**src/rtl/ts_bus_sequencer.sv**
```systemverilog
// ts_bus_sequencer: round-robin read sequencer for the shared tri-state slave bus.
// One transaction at a time: drive the address for SETTLE cycles, sample Data,
// then park the bus at PARK_ADRS for TURN cycles before the next arbitration.
module ts_bus_sequencer #(
  parameter int                N_REQ     = 2,
  parameter int                ADRS_W    = 8,
  parameter int                SETTLE    = 1,
  parameter int                TURN      = 1,
  parameter logic [ADRS_W-1:0] PARK_ADRS = {ADRS_W{1'b1}},
  localparam int               ID_W      = (N_REQ > 1) ? $clog2(N_REQ) : 1
) (
  input  logic                    clk,
  input  logic                    rst,
  input  logic [N_REQ-1:0]        req,
  input  logic [N_REQ*ADRS_W-1:0] req_adrs,
  output logic [N_REQ-1:0]        gnt,
  output logic                    rsp_valid,
  output logic [ID_W-1:0]         rsp_id,
  output logic                    rsp_data,
  output logic [ADRS_W-1:0]       bus_adrs,
  input  logic                    bus_data
);

  localparam int CMAX  = (SETTLE > TURN) ? SETTLE : TURN;
  localparam int CNT_W = (CMAX > 1) ? $clog2(CMAX) : 1;

  typedef enum logic [1:0] {IDLE, DRIVE, SAMPLE, TRN} state_t;

  state_t              state_q, state_d;
  logic [CNT_W-1:0]    cnt_q, cnt_d;
  logic [ID_W-1:0]     rr_q, rr_d;
  logic [ID_W-1:0]     w_q, w_d;
  logic [ADRS_W-1:0]   adrs_q, adrs_d;

  logic [N_REQ-1:0]    gnt_d;
  logic                rsp_valid_d;
  logic [ID_W-1:0]     rsp_id_d;
  logic                rsp_data_d;
  logic [ADRS_W-1:0]   bus_adrs_d;

  logic                found;
  logic [ID_W-1:0]     win;

  // Round-robin pick: first requester at or above rr_q, wrapping around.
  always_comb begin
    int idx;
    found = 1'b0;
    win   = '0;
    idx   = 0;
    for (int k = 0; k < N_REQ; k++) begin
      idx = int'(rr_q) + k;
      if (idx >= N_REQ) idx = idx - N_REQ;
      if (!found && req[idx]) begin
        found = 1'b1;
        win   = ID_W'(idx);
      end
    end
  end

  // Next-state and next-output logic; every output is registered below.
  always_comb begin
    state_d     = state_q;
    cnt_d       = cnt_q;
    rr_d        = rr_q;
    w_d         = w_q;
    adrs_d      = adrs_q;
    gnt_d       = gnt;
    rsp_valid_d = 1'b0;
    rsp_id_d    = rsp_id;
    rsp_data_d  = rsp_data;
    bus_adrs_d  = bus_adrs;
    case (state_q)
      IDLE: begin
        bus_adrs_d = PARK_ADRS;
        if (found) begin
          w_d        = win;
          adrs_d     = req_adrs[int'(win)*ADRS_W +: ADRS_W];
          bus_adrs_d = req_adrs[int'(win)*ADRS_W +: ADRS_W];
          gnt_d      = '0;
          gnt_d[win] = 1'b1;
          cnt_d      = '0;
          state_d    = DRIVE;
        end
      end
      DRIVE: begin
        if (cnt_q == CNT_W'(SETTLE - 1)) begin
          cnt_d   = '0;
          state_d = SAMPLE;
        end else begin
          cnt_d = cnt_q + CNT_W'(1);
        end
      end
      SAMPLE: begin
        // Address is still on the bus this cycle; capture Data and release.
        rsp_data_d  = bus_data;
        rsp_id_d    = w_q;
        rsp_valid_d = 1'b1;
        gnt_d       = '0;
        rr_d        = (w_q == ID_W'(N_REQ - 1)) ? '0 : w_q + ID_W'(1);
        bus_adrs_d  = PARK_ADRS;
        cnt_d       = '0;
        state_d     = TRN;
      end
      TRN: begin
        if (cnt_q == CNT_W'(TURN - 1)) begin
          cnt_d   = '0;
          state_d = IDLE;
        end else begin
          cnt_d = cnt_q + CNT_W'(1);
        end
      end
      default: begin
        state_d    = IDLE;
        bus_adrs_d = PARK_ADRS;
        gnt_d      = '0;
        cnt_d      = '0;
      end
    endcase
  end

  // State and output registers; reset aborts any transaction in flight.
  always_ff @(posedge clk) begin
    if (rst) begin
      state_q   <= IDLE;
      cnt_q     <= '0;
      rr_q      <= '0;
      w_q       <= '0;
      adrs_q    <= '0;
      gnt       <= '0;
      rsp_valid <= 1'b0;
      rsp_id    <= '0;
      rsp_data  <= 1'b0;
      bus_adrs  <= PARK_ADRS;
    end else begin
      state_q   <= state_d;
      cnt_q     <= cnt_d;
      rr_q      <= rr_d;
      w_q       <= w_d;
      adrs_q    <= adrs_d;
      gnt       <= gnt_d;
      rsp_valid <= rsp_valid_d;
      rsp_id    <= rsp_id_d;
      rsp_data  <= rsp_data_d;
      bus_adrs  <= bus_adrs_d;
    end
  end

endmodule
```
**config.mk**
```make
export PLATFORM = sky130hd
export DESIGN_NAME = ts_bus_sequencer
export DESIGN_NICKNAME = d
export VERILOG_FILES = /design/src/rtl/ts_bus_sequencer.sv
export SDC_FILE = /design/constraint.sdc
export NUM_CORES = 1
export LEC_CHECK = 0
export ABC_AREA = 1
export CORE_UTILIZATION = 36
export DETAILED_ROUTE_END_ITERATION = 10
export HOLD_SLACK_MARGIN = 0.08
export PLACE_DENSITY = 0.8
export SLEW_MARGIN = 10
export SYNTH_ARGS = -nofsm -noshare
export SYNTH_HDL_FRONTEND = slang
export SYNTH_SLANG_ARGS = --single-unit
```
**constraint.sdc**
```tcl
create_clock -name clk -period 1.3 [get_ports clk]
set_input_delay 0.26 -clock clk [delete_from_list [all_inputs] [get_ports clk]]
set_output_delay 0.26 -clock clk [all_outputs]
set_load 0.005 [all_outputs]
```
Yosys cells after proc, flatten, opt, wreduce, memory -nomap -nowiden --
Index checks and enable logic that the tools add are counted.
Storage, ports and cells: bits of input ports 21, register bits after elaboration 18, output and inout bits 13, logic and storage cells 63
Cells by class: mux-type cells 27, shift operators 1, equality and inequality tests 6, reduce and logical (&&, ||, !) cells 9, $lt $le $gt $ge 6, add/sub/neg operators 5
Operator list (count):
- < comparator 32 x 3 -> 1 bit (second input constant) | 2
- two-way mux 32 bit | 2
- one-hot mux 8 bit (2 select lines) | 1
- variable part select 16 x 5 -> 8 bit | 1
- two-way mux 1 bit | 15
- two-way mux 2 bit | 4
- two-way mux 8 bit | 1
- one-hot mux 2 bit (4 select lines) | 1
- != test 2 bit (second input constant) | 3
- equality test 2 bit (second input constant) | 2
- one-hot mux 2 bit (2 select lines) | 1
- AND reduction 2 bit | 2
- one-hot mux 1 bit (3 select lines) | 1
- AND reduction 3 bit | 1
- subtractor 1 x 2 -> 3 bit (second input constant) | 1
- subtractor 2 x 2 -> 3 bit (second input constant) | 1
- adder 1 bit (second input constant) | 2
- adder 1 x 1 -> 2 bit (second input constant) | 1
- equality test 2 x 1 -> 1 bit (second input constant) | 1
- greater-or-equal comparator 1 x 2 -> 1 bit (second input constant) | 1
- greater-or-equal comparator 2 bit (second input constant) | 1
- logical AND 1 bit | 2
- logical NOT 2 bit | 1
- < comparator 1 x 2 -> 1 bit (second input constant) | 1
- 5 further kinds | 5

Logic depth before layout (Yosys ltp) --
Gate-level depths: netlist of run 1.
word-level depth 15, mapped depth 8, gate-level depth less buffers 8

Worst setup path after synthesis of run 1 --
No wires, ideal clock.
path type reg-to-reg, from reg state_q[0], to reg gnt[0], path buffers 0, data arrival time 1136 ps, period minus slack after synthesis 1250 ps, required time 1186 ps, cell stages (with the launch flop) 9, slack 50 ps, library setup time 114 ps, cells stage by stage dfxtp_1 inv_1 ha_1 nor2_4 inv_4 nand2_2 nand2_1 nand2_1 nor2_1
Between the ends: cells in the longest elaborated chain, start to end 3, elaborated cells on any way between the ends 6, those cells by class 2 x eq/ne; 1 x mux; 3 x reduce/logical
RTL lines:
- start: declaration | RTL line 29 | state_t state_q, state_d;
- start signal: assignment | RTL line 135 | state_q <= state_d;
- equality test 2 bit / logical NOT 2 bit (equally long branches) | RTL line 72 | case (state_q)
- nonzero test 2 bit (no source line) / != test 2 bit (equally long branches)
- AND reduction 2 bit (no source line)
- end signal: assignment | RTL line 140 | gnt <= gnt_d;
- end: declaration | RTL line 16 | output logic [N_REQ-1:0] gnt,
Several ways; a longest one is shown, not always the timed one. A chain may end at the register's enable or synchronous reset.

Worst setup path in the final report of run 1 --
from reg state_q[0], to reg bus_adrs[2]
Between the ends: cells in the longest elaborated chain, start to end 2, elaborated cells on any way between the ends 4, those cells by class 1 x eq/ne; 1 x mux; 2 x reduce/logical
RTL lines:
- equality test 2 bit / logical NOT 2 bit (equally long branches) | RTL line 72
- one-hot mux 8 bit (2 select lines) / nonzero test 2 bit (equally long branches)
- end signal: assignment | RTL line 144 | bus_adrs <= bus_adrs_d;
- end: declaration | RTL line 20 | output logic [ADRS_W-1:0] bus_adrs,
Several ways; a longest one is shown, not always the timed one.

==> results of run 1 <==
-- kinds of logic (layout without fill, tap and decap cells) --
family,Yosys count,after routing
DFF,17,17
AOI/OAI and AO/OA,18,18
and+or+nand+nor,62,62
buffers and inverters,12,51
adders and majority gates,3,3
-- flip-flops by register name, indices dropped and copies added, names as in the netlist --
| register | flops |
|---|---|
| bus_adrs | 8 |
| gnt | 2 |
| state_q | 2 |
| rr_q | 1 |
| rsp_data | 1 |
| rsp_id | 1 |
| rsp_valid | 1 |
| w_q | 1 |
-- repair_timing --
item | CTS | global route
pin swaps | 0 | 0
gates resized for setup | 26 | 6
cloned | 0 | 0
setup endpoints to repair | 22 | 12
buffers inserted | 0 | 0
-- synth_stat cells, drive strengths merged --
master | n | area, µm²
inv | 9 | 36.3
a21oi | 14 | 70.1
nor2 | 9 | 43.8
o21ai | 4 | 20.0
dfxtp | 17 | 340
nand2 | 35 | 134
buf | 2 | 10.0
ha | 3 | 37.5
clkbuf | 1 | 3.75
nand4 | 1 | 6.26
nand3 | 17 | 85.1
-- power groups by stage --
stage / Sequential, W / Clock [W] / Combinational [W]
after floorplan: 0.000825 / 0 / 0.000612
final: 0.000840 / 0.000298 / 0.00114
after global routing: 0.000872 / 0.000330 / 0.00128
after detailed placement: 0.000822 / 0 / 0.00115
after global placement: 0.000812 / 0 / 0.00112
after CTS: 0.000830 / 0.000299 / 0.00108
-- worst register-to-register path, cell delays in order (launching register included) --
cell and delay, ps:
sky130_fd_sc_hd__dfxtp_1 370, sky130_fd_sc_hd__inv_2 80, sky130_fd_sc_hd__ha_4 200, sky130_fd_sc_hd__nor2_4 200, sky130_fd_sc_hd__nand3_1 130, sky130_fd_sc_hd__nand2_1 80, sky130_fd_sc_hd__nand2_1 40
-- metal layers --
metal  wire [µm]  vias up  GRT usage [%]
li1            -      444              -
met1         920      404           23.1
met2        1090       27           34.0
met3          95        7           4.09
met4          46        0           8.82
met5           0        -              0
-- area by class of cell --
class,instances,area [µm²]
Timing Repair Buffer,38,352
Inverter,9,36.3
Multi-Input combinational cell,83,429
Sequential cell,17,355
Fill cell,182,769
Clock buffer,4,26.3
Tap cell,27,33.8
-- path summary, 6_finish.rpt --
kind                                 from                  endpoint  slack (ps)  cells past startpoint
setup / recovery  state_q[0]$_SDFFE_PP0P_  bus_adrs[2]$_SDFFE_PP1P_         110                      6
hold / removal          rr_q$_SDFFE_PP0P_         rr_q$_SDFFE_PP0P_         460                      2
setup reg to reg  state_q[0]$_SDFFE_PP0P_  bus_adrs[2]$_SDFFE_PP1P_         110                      6
hold reg to reg         rr_q$_SDFFE_PP0P_         rr_q$_SDFFE_PP0P_         460                      2
-- placed cells by master (no fill, tap or decap) --
master	netlist	layout
sky130_fd_sc_hd__nand2_1	34	34
sky130_fd_sc_hd__clkdlybuf4s50_1	0	20
sky130_fd_sc_hd__nand3_1	17	17
sky130_fd_sc_hd__a21oi_1	14	14
sky130_fd_sc_hd__dlygate4sd2_1	0	13
sky130_fd_sc_hd__dfxtp_2	0	12
sky130_fd_sc_hd__inv_1	8	7
sky130_fd_sc_hd__nor2_1	7	6
sky130_fd_sc_hd__buf_4	0	5
sky130_fd_sc_hd__dfxtp_1	17	5
sky130_fd_sc_hd__o21ai_0	4	4
sky130_fd_sc_hd__clkbuf_4	0	3
sky130_fd_sc_hd__nor2_4	1	2
sky130_fd_sc_hd__ha_4	0	2
sky130_fd_sc_hd__inv_2	0	1
sky130_fd_sc_hd__nor2_2	1	1
sky130_fd_sc_hd__inv_4	1	1
sky130_fd_sc_hd__nand2_2	1	1
sky130_fd_sc_hd__nand4_1	1	1
sky130_fd_sc_hd__ha_1	3	1
sky130_fd_sc_hd__clkbuf_1	1	1
-- metrics by stage --
| step | total power [W] | std cells | util [%] |
|---|---|---|---|
| after floorplan | 0.00144 | 112 | - |
| after global placement | 0.00193 | 174 | 58.7 |
| after detailed placement | 0.00198 | 174 | 58.7 |
| after CTS | 0.00221 | 178 | 60.3 |
| after global routing | 0.00248 | 178 | 61.6 |
| final | 0.00228 | 178 | 61.6 |
==> summary by stage, run 1 <==
Placed design
At the placement stage, the worst setup path has a slack of -163 ps. The cell area after placement is 1170 µm². The quantity of I/O buffers inserted on ports is 33. Detailed placement ended at an HPWL of 1570 µm. The routability congestion estimate from global placement is around 0.87.

Setup path
For the worst setup path, the data arrival time is about 1400 ps. The largest stage delay on the critical path is roughly 370 ps. Traced cell by cell, the critical path runs through inv_2 -> ha_4 -> nor2_4 -> nand3_1 -> nand2_1 -> nand2_1. Of all nets on the critical path, the largest fanout is 8. The number of buffers and inverters on the critical path is 1. The startpoint-to-endpoint class of the critical path is flip-flop to flip-flop. The required arrival time at the worst endpoint is 1500 ps. The kind of cell adding the most delay to the critical path is simple AND/OR/NAND/NOR gates. The kind of capture point of the worst setup path is a flip-flop. The kind of start point of the critical path is a flip-flop. Among the stages of the critical path, the cell type that occurs most often is sky130_fd_sc_hd__nand2_1.

The cell with the largest stage delay on the worst path is sky130_fd_sc_hd__dfxtp_1.

Final layout
The area growth from synthesis to layout is 56.6%. The net count of the finished layout is 176. In the final layout, the share of cells above drive strength 1 is 18.5%. After routing the design area is around 1200 µm².

The number of antenna cells inserted is 0.

Power
Net switching is 38.8% of the power. The sequential power share is 36.9%. The share of power burned in the clock network is 13.1%. The internal power is 0.00139 W.

The worst-case IR drop observed on VDD is 1.28 mV. The combinational group share of total power is 50.1%. In this run the static leakage power is 0.550 nW. The power per unit of standard cell area is 1850 nW/µm². Summed over all nets, the switching power comes to 0.000885 W.

Routing
The number of nets with antenna violations after routing is 0. The aggregate routed wire length is 2160 µm. The first-iteration detailed-routing DRC count is 27. Detailed routing inserted a total of ~900 vias.

The detailed-route wire length per cell is 12.1 µm. The number of optimization iterations in the first detailed-route pass is 4. The average vias per placed instance is 4.96. For this run, design rule violations remaining after detail routing come to 0.

Synthesis
The cell area after synthesis is 787 µm². Synthesis inferred 17 register bits. The adder and majority gate portion of the synthesized area is 4.77%. The synthesized netlist contains 15 unique library cells. Sequential elements use 43.2% of the synthesized area. In this run the mean area of a mapped cell was 7.03 µm². The compound-gate portion of the synthesized area is a little under an eighth.

The number of nets handed over by synthesis was 136. In the synthesized netlist, the number of instances is 112. The count of synthesis-stage warnings from yosys is 0.

By area, the combinational part of the netlist is dominated by simple AND/OR/NAND/NOR gates. The synthesized netlist devotes 34.2% of its cell area to simple gates. After synthesis, the share of cell area in mux cells is 0%. The synthesized-area fraction occupied by xor and xnor cells is 0%.

Clocking
For this design, the sink count on the clock tree is 17. The number of buffers on the longest clock path is 2. The cell chosen for the clock root is sky130_fd_sc_hd__clkbuf_4. TritonCTS built the clock tree. The clock slew seen by the registers of the worst setup and hold paths is 110 ps. The hold buffer count at CTS is 0. The number of clock buffers inserted by TritonCTS is 3. The maximum level of the CTS H-tree is 1. The source-to-sink clock delay at the later pin of the worst-skew pair is 300 ps.

GRT
The total overflow left after global routing is 0. The number of antenna violations at the first check in global routing is 0. The via count of the first global-routing pass is 820. The overall fraction of global-route tracks in use is about 20%. The maximum number of pins on one net before global-route repair is 11. The first-pass GRT wire length is 3570 µm.

STA
The maximum clock frequency is 840 MHz. The setup slack of the critical path after layout is 110 ps. The setup total negative slack is 0 ps.

The count of endpoints failing setup in the final report is 0. Measured against its own limit, the worst slew margin works out to 80.3%. The smallest hold slack is 459 ps. The count of pins over their slew limit was 0.

The hold violation total from the final report is 0. The transition at the pin with the smallest max-transition slack is 294 ps. The clock arrives with 4.72 ps of skew. Setup repair after global routing left no endpoint under its margin. The share of the clock period used by the worst path is 91.5%. Subtracting the final worst setup slack from the clock period gives 1190 ps.

Run status
The flow ran to the end, and the final reports show no timing, DRC or antenna violations.

Job
The max-capacitance violation count is 0.

Floorplan
The core area is 2000 µm². After floorplanning, the core was divided into 16 placement rows. The floorplan step set the die width to between 40 and 50 µm.

In this run the count of I/O pins placed on the die edge is 34. The starting density of the core is 39.3%. The floorplan die area is 2380 µm².

In this run the vertical extent of the chip is ~49 µm.

Hold path
The worst hold path belongs to the class flip-flop to flip-flop.
No activity file was read; power rests on OpenSTA's default activity.
==> run 2, diff against run 1 <==
Settings changed: CORE_UTILIZATION 36 to 40, CTS_CLUSTER_SIZE set to 25, PLACE_DENSITY 0.8 to 0.83.
Clock period 1.3 ns to 1.1 ns, I/O delays scaled along.
==> summary by stage, run 2 (synthesis results as in run 1) <==
Setup path
The depth of the critical timing path with buffers and inverters included is 6 (unchanged). The cell with the largest stage delay on the worst path is sky130_fd_sc_hd__dfxtp_4. The number of buffers and inverters on the critical path was 1 (unchanged). The kind of cell adding the most delay to the critical path is flip-flops. The signal on the critical path passes through inv_2 -> ha_4 -> nand2_1 -> nand2_4 -> a21oi_1 -> nor2_1.

The largest stage delay on the critical path is 380 ps (about the same). The kind of capture point of the worst setup path is a flip-flop. The cell depth of the worst flop-to-flop path came to 6 (unchanged). The startpoint-to-endpoint class of the critical path is flip-flop to flip-flop. The maximum fanout along the worst path is 4 (-4). The arrival time of the worst setup path was 1330 ps (-60 ps). STA classifies the critical path startpoint as a flip-flop. The required arrival time at the worst endpoint is 1280 ps (-220 ps).

STA
The count of pins over their slew limit was 0 (unchanged). The post-route minimum period is 1150 ps (-39.0 ps). The count of endpoints failing setup in the final report is 10 (+10). The setup total negative slack was -235 ps (-235 ps). The transition at the pin with the smallest max-transition slack is 206 ps (-88.5 ps). The maximum clock frequency is 869 MHz (+3.4%). The hold violation total from the final report is 0 (unchanged).

Setup repair after global routing could not meet its margin everywhere. The max-slew headroom at the worst pin is 86.2% (+5.9 points). The setup slack of the critical path after layout came to -51.0 ps (-161 ps). The worst clock skew on the final layout is 0.355 ps (-4.36 ps).

The share of the clock period used by the worst path was 105% (+13 points).

GRT
The total grt overflow came to 0 (unchanged). The number of antenna violations at the first check in global routing is 0 (unchanged). The overall fraction of global-route tracks in use is 22.5% (+2.9 points). The first-pass GRT wire length came to 3520 µm (-1.5%). The maximum number of pins on one net before global-route repair is 11 (unchanged). The via count of the first global-routing pass is 832 (+1.5%).

Power
The reported leakage power is 0.620 nW (+13%). The largest vdd supply drop is 1.90 mV (+49%). The power per unit of standard cell area was 2200 nW/µm² (+19%).

Run status
The final reports fail on negative setup slack. The run finished, with violations left.

Routing
The via count is 933 (+5.8%). The average vias per placed instance is 5.13 (+3.5%). The number of optimization iterations in the first detailed-route pass is 4 (unchanged). The number of nets with antenna violations after routing is 0 (unchanged). The detailed-route wire length per cell is 13.0 µm (+7.6%). The first-iteration detailed-routing DRC count is 20 (-26%).

The number of remaining DRC errors is 0 (unchanged). The aggregate routed wire length is 2370 µm (+10%).

Floorplan
The cell row count is 15 (-1). The core area came to 1780 µm² (-11%). The count of boundary I/O pins came to 34 (unchanged). The die extent in y is 46.4 µm (-4.9%). The starting density of the core is 44.1% (+4.8 points). The width of the die is 46.4 µm (-4.9%). The floorplan die area is 2150 µm² (-9.6%).

Clocking
The CTS tree is built. The cell chosen for the clock root is sky130_fd_sc_hd__clkbuf_4. The hold buffer count at CTS is 0 (unchanged). The clock sink count is 17 (unchanged). The clock slew seen by the registers of the worst setup and hold paths was 100 ps (about the same). The maximum level of the CTS H-tree is 1 (unchanged). The number of clock buffers inserted by TritonCTS is 3 (unchanged). The source-to-sink clock delay at the later pin of the worst-skew pair is 280 ps (-20 ps). The number of buffers on the longest clock path came to 2 (unchanged).

Final layout
The number of antenna cells inserted is 0 (unchanged). The final-stage net count is 182 (+3.4%). In the final layout, the registers with the most flip-flops are bus_adrs: 8 flops, gnt: 2 flops, state_q: 2 flops. The most common cell after layout, fill and taps aside is sky130_fd_sc_hd__nand2_1. The ratio of cells with drive above 1 in the final layout was 30.6% (+12 points). The top cell types in the final layout, fill and taps aside, are 33 x sky130_fd_sc_hd__nand2_1, 19 x sky130_fd_sc_hd__clkdlybuf4s50_1, 13 x sky130_fd_sc_hd__a21oi_1. The core utilization of the finished layout is 76.6% (+15 points). The area growth from synthesis to layout is 73.6%. The number of flip-flops under the largest register name is 8 (unchanged). bus_adrs holds more flip-flops than any other register.

Hold path
The type of the worst min-delay path is primary input to flip-flop. The number of cells on the worst hold path is 4 (+2).

Placed design
The detailed placement HPWL is 1620 µm (+3.0%). The quantity of I/O buffers inserted on ports is 33 (unchanged). The routability congestion estimate from global placement came to 0.773 (-11%).

Job
The max-capacitance violation count is 0 (unchanged).
[run 2: what timing repair did]
item	4_1_cts	5_1_grt
resized for setup	34	24
hold endpoints to repair	0	0
setup buffers	1	0
pin swaps	3	8
endpoints found under the setup margin	23	26
[run 2: worst register-to-register path, stage by stage (launching register included)]
cell                      delay [ps]
sky130_fd_sc_hd__dfxtp_4         380
sky130_fd_sc_hd__inv_2            50
sky130_fd_sc_hd__ha_4            170
sky130_fd_sc_hd__nand2_1         160
sky130_fd_sc_hd__nand2_4          80
sky130_fd_sc_hd__a21oi_1         140
sky130_fd_sc_hd__nor2_1           70
[run 2: stage by stage]
| step | instance area, µm² | power [W] | setup slack (ps) | instances | hold slack, ps |
|---|---|---|---|---|---|
| finish | 1370 | 0.00301 | -51.0 | 182 | 425 |
| global route | 1370 | 0.00324 | -123 | 182 | 468 |
| CTS | 1310 | 0.00288 | -33.8 | 182 | 463 |
| detailed placement | 1240 | 0.00257 | -293 | 177 | 448 |
| global placement | 1240 | 0.00251 | -247 | 177 | 446 |
| floorplan | 813 | 0.00178 | -41.8 | 112 | 316 |
[run 2: worst paths after layout]
check	slack [ps]	to	start
worst min register to register	460	rr_q$_SDFFE_PP0P_	rr_q$_SDFFE_PP0P_
worst max register to register	-50	gnt[0]$_SDFFE_PP0P_	state_q[1]$_SDFFE_PP0P_
worst min-delay path	430	w_q$_SDFFE_PP0P_	req[0]
worst max-delay path	-50	gnt[0]$_SDFFE_PP0P_	state_q[1]$_SDFFE_PP0P_
[run 2: power breakdown]
group / switching, W / internal [W]
Clock: 0.000188 / 0.000135
Sequential: 0.000135 / 0.000890
Combinational: 0.000832 / 0.000832
Total: 0.00115 / 0.00186
[run 2: final cells by class]
cell class | instances | area, µm²
multi-input combinational | 83 | 485
timing repair buffer | 44 | 424
fill | 131 | 417
sequential | 17 | 359
inverter | 9 | 38.8
tap | 25 | 31.3
clock buffer | 3 | 22.5
clock inverter | 1 | 5.00
[run 2: metal layers]
layer / track usage (%) / routed length (µm)
met1: 29.4 / 1010
met2: 38.9 / 1220
met3: 1.57 / 119
met5: 0 / 0
met4: 7.06 / 22
==> run 3, diff against run 2 <==
Settings changed: CORE_MARGIN set to 3, CORE_UTILIZATION 40 to 56, DONT_BUFFER_PORTS set to 1, PLACE_DENSITY 0.83 to 0.78.
==> summary by stage, run 3 (synthesis results as in run 1) <==
Clocking
The number of buffers on the longest clock path is 2 (unchanged). TritonCTS built the clock tree. The source-to-sink clock delay at the later pin of the worst-skew pair is 280 ps (about the same).

The clock sink count is 17 (unchanged). The number of clock buffers inserted by TritonCTS was 3 (unchanged). The maximum level of the CTS H-tree is 1 (unchanged). The tree is rooted in a sky130_fd_sc_hd__clkbuf_4.

The hold buffer count at CTS is 1 (+1). The clock slew seen by the registers of the worst setup and hold paths is 90 ps (about the same).

Setup path
The kind of capture point of the worst setup path is a flip-flop. The largest stage delay on the critical path is 390 ps (about the same). The arrival time of the worst setup path is 1330 ps (about the same). The worst setup path is launched from a flip-flop. The minimum setup slack among reg-to-reg paths came to -40 ps (about the same). The maximum fanout along the worst path is 9 (+5). The number of buffers and inverters on the critical path is 2 (+1).

The startpoint-to-endpoint class of the critical path is flip-flop to flip-flop. The required arrival time at the worst endpoint was 1290 ps (about the same). Traced cell by cell, the critical path runs through inv_4 -> ha_4 -> nor2_4 -> inv_4 -> nand2_2 -> nand2_1 -> nand2_1 -> nor2_1. Broken down by cell family, the worst path's largest delay share belongs to flip-flops. For this design, the slowest cell found on the critical path is sky130_fd_sc_hd__dfxtp_4.

Placed design
The quantity of I/O buffers inserted on ports is 0 (-100%). The cell area after placement is 862 µm² (-30%). The detailed placement HPWL is 1440 µm (-11%). The number of cells in the design after placement is 129 (-27%). The routability congestion estimate from global placement was 0.766 (-0.92%).

GRT
The overall fraction of global-route tracks in use came to 21.9% (-0.61 points). The first-pass GRT wire length is 3160 µm (-10%). The maximum number of pins on one net before global-route repair was 15 (+4). The total grt overflow is 0 (unchanged). The number of antenna violations at the first check in global routing is 0 (unchanged). The via count of the first global-routing pass is 735 (-12%).

Power
The internal power is 0.00155 W (-16%). The share of power burned in the clock network was 12.4% (+1.7 points). The combinational group share of total power was 47.5% (-7.8 points).

The reported leakage power is 0.440 nW (-29%). The switching power summed over all nets was 0.00111 W (-3.7%). The sequential power share was 40.1% (+6.1 points). The fraction of power spent switching nets was 41.7% (+3.4 points). The power per unit of standard cell area is 2690 nW/µm² (+22%). The largest vdd supply drop is 1.79 mV (-5.7%).

Routing
The first-iteration detailed-routing DRC count is 13 (-35%). The number of remaining DRC errors is 0 (unchanged). The number of optimization iterations in the first detailed-route pass is 6 (+2).

The aggregate routed wire length is 2080 µm (-12%). The average vias per placed instance was 5.73 (+12%). The via count is 773 (-17%). The number of nets with antenna violations after routing is 0 (unchanged). The detailed-route wire length per cell came to 15.4 µm (+18%).

Final layout
The area of all placed cells without fillers came to 988 µm² (-28%). The number of flip-flops under the largest register name is 8 (unchanged). The ratio of cells with drive above 1 in the final layout came to 29.8% (-0.82 points).

The most common cell after layout, fill and taps aside is sky130_fd_sc_hd__nand2_1. The register ranked first by flip-flop count is bus_adrs. Compared with the post-synthesis result, the final layout area differs by 25.6%.

The largest registers in the layout are bus_adrs: 8 flops, gnt: 2 flops, state_q: 2 flops. The final-stage net count came to 146 (-20%). The core utilization of the finished layout came to 81.3% (+4.6 points).

Leaving out fill and tap cells, the most frequent cells in the layout are 33 x sky130_fd_sc_hd__nand2_1, 15 x sky130_fd_sc_hd__dfxtp_1, 12 x sky130_fd_sc_hd__nand3_1. The number of antenna cells inserted was 0 (unchanged). The non-filler instance count after layout was 135 (-26%). The filler cell count in the final layout was 87 (-34%).

STA
The hold violation total from the final report was 4 (+4). The setup slack of the critical path after layout is -41.7 ps (+9.23 ps). The max-slew headroom at the worst pin is 80.8% (-5.4 points). The count of endpoints failing setup in the final report is 5 (-5).

The post-route minimum period is 1140 ps (-9.23 ps). The maximum clock frequency was 876 MHz (+0.81%). The count of pins over their slew limit is 0 (unchanged).

Setup repair after global routing could not meet its margin everywhere. The share of the clock period used by the worst path is 104% (-0.84 points). The smallest hold slack is -18.2 ps (-444 ps). The worst clock skew on the final layout is 1.13 ps (+0.774 ps). The transition at the pin with the smallest max-transition slack is 287 ps (+81.3 ps).

Floorplan
The cell row count is 12 (-3). The floorplan die area is 1890 µm² (-12%). The core area is 1220 µm² (-32%). The starting density of the core was 64.7% (+21 points). The die extent in y is 43.5 µm (-6.2%). The count of boundary I/O pins is 34 (unchanged). The width of the die came to 43.5 µm (-6.2%).

Run status
The run finished, with violations left. The final reports fail on negative hold slack, negative setup slack.

Hold path
The type of the worst min-delay path is primary input to flip-flop.

Job
The max-capacitance violation count is 0 (unchanged).
[run 3: cell count changes in the layout (fill, tap and decap cells not counted), sizes merged, moves of 2 or more]
cell,previous run,this run
buf,11,7
clkdlybuf4s15,11,0
clkdlybuf4s50,19,0
dlygate4sd2,2,0
[run 3: timing repair]
action	4_1_cts	5_1_grt
pin swaps	4	7
setup endpoints to repair	10	15
endpoints found under the hold margin	14	13
buffers inserted	1	0
resized for setup	7	16
[run 3: final cells by class]
cell class	instances	area [µm²]	share of cell area, %
inverters	9	41.3	4.18
flip-flops and latches	17	345	34.9
multi-input cells	83	488	49.4
clock buffers	4	26.3	2.66
repair buffers	8	70.1	7.09
well taps	14	17.5	1.77
[run 3: worst paths after layout]
| check | startpoint | endpoint | cells after the start |
|---|---|---|---|
| worst min register to register | rr_q$_SDFFE_PP0P_ | rr_q$_SDFFE_PP0P_ | 2 |
| worst max register to register | state_q[1]$_SDFFE_PP0P_ | gnt[0]$_SDFFE_PP0P_ | 8 |
| worst min-delay path | rst | gnt[1]$_SDFFE_PP0P_ | 1 |
| worst max-delay path | state_q[1]$_SDFFE_PP0P_ | gnt[0]$_SDFFE_PP0P_ | 8 |
[run 3: power by group through the flow]
stage	Clock [W]	Combinational, W	Sequential [W]
floorplan	0	0.000795	0.000990
global placement	0	0.00103	0.00102
detailed placement	0	0.00106	0.00103
CTS	0.000334	0.00112	0.00105
global route	0.000362	0.00140	0.00110
finish	0.000330	0.00126	0.00107
[run 3: per-layer routing]
layer | routed length [µm] | track usage [%] | vias to the layer above
met3 | 201 | 8.30 | 4
met2 | 1020 | 35.4 | 33
met4 | 38 | 5.42 | 0
met1 | 814 | 27.6 | 352
li1 | - | - | 384
met5 | 0 | 0 | -
[run 3: metrics by stage]
| step | worst slack (ps) | setup TNS (ps) | power (W) |
|---|---|---|---|
| after floorplan | -41.8 | -55.4 | 0.00178 |
| after global placement | -1.55 | -2.16 | 0.00204 |
| after detailed placement | -61.7 | -305 | 0.00210 |
| after CTS | -4.92 | -6.83 | 0.00249 |
| after global routing | -102 | -903 | 0.00286 |
| final | -41.7 | -121 | 0.00266 |
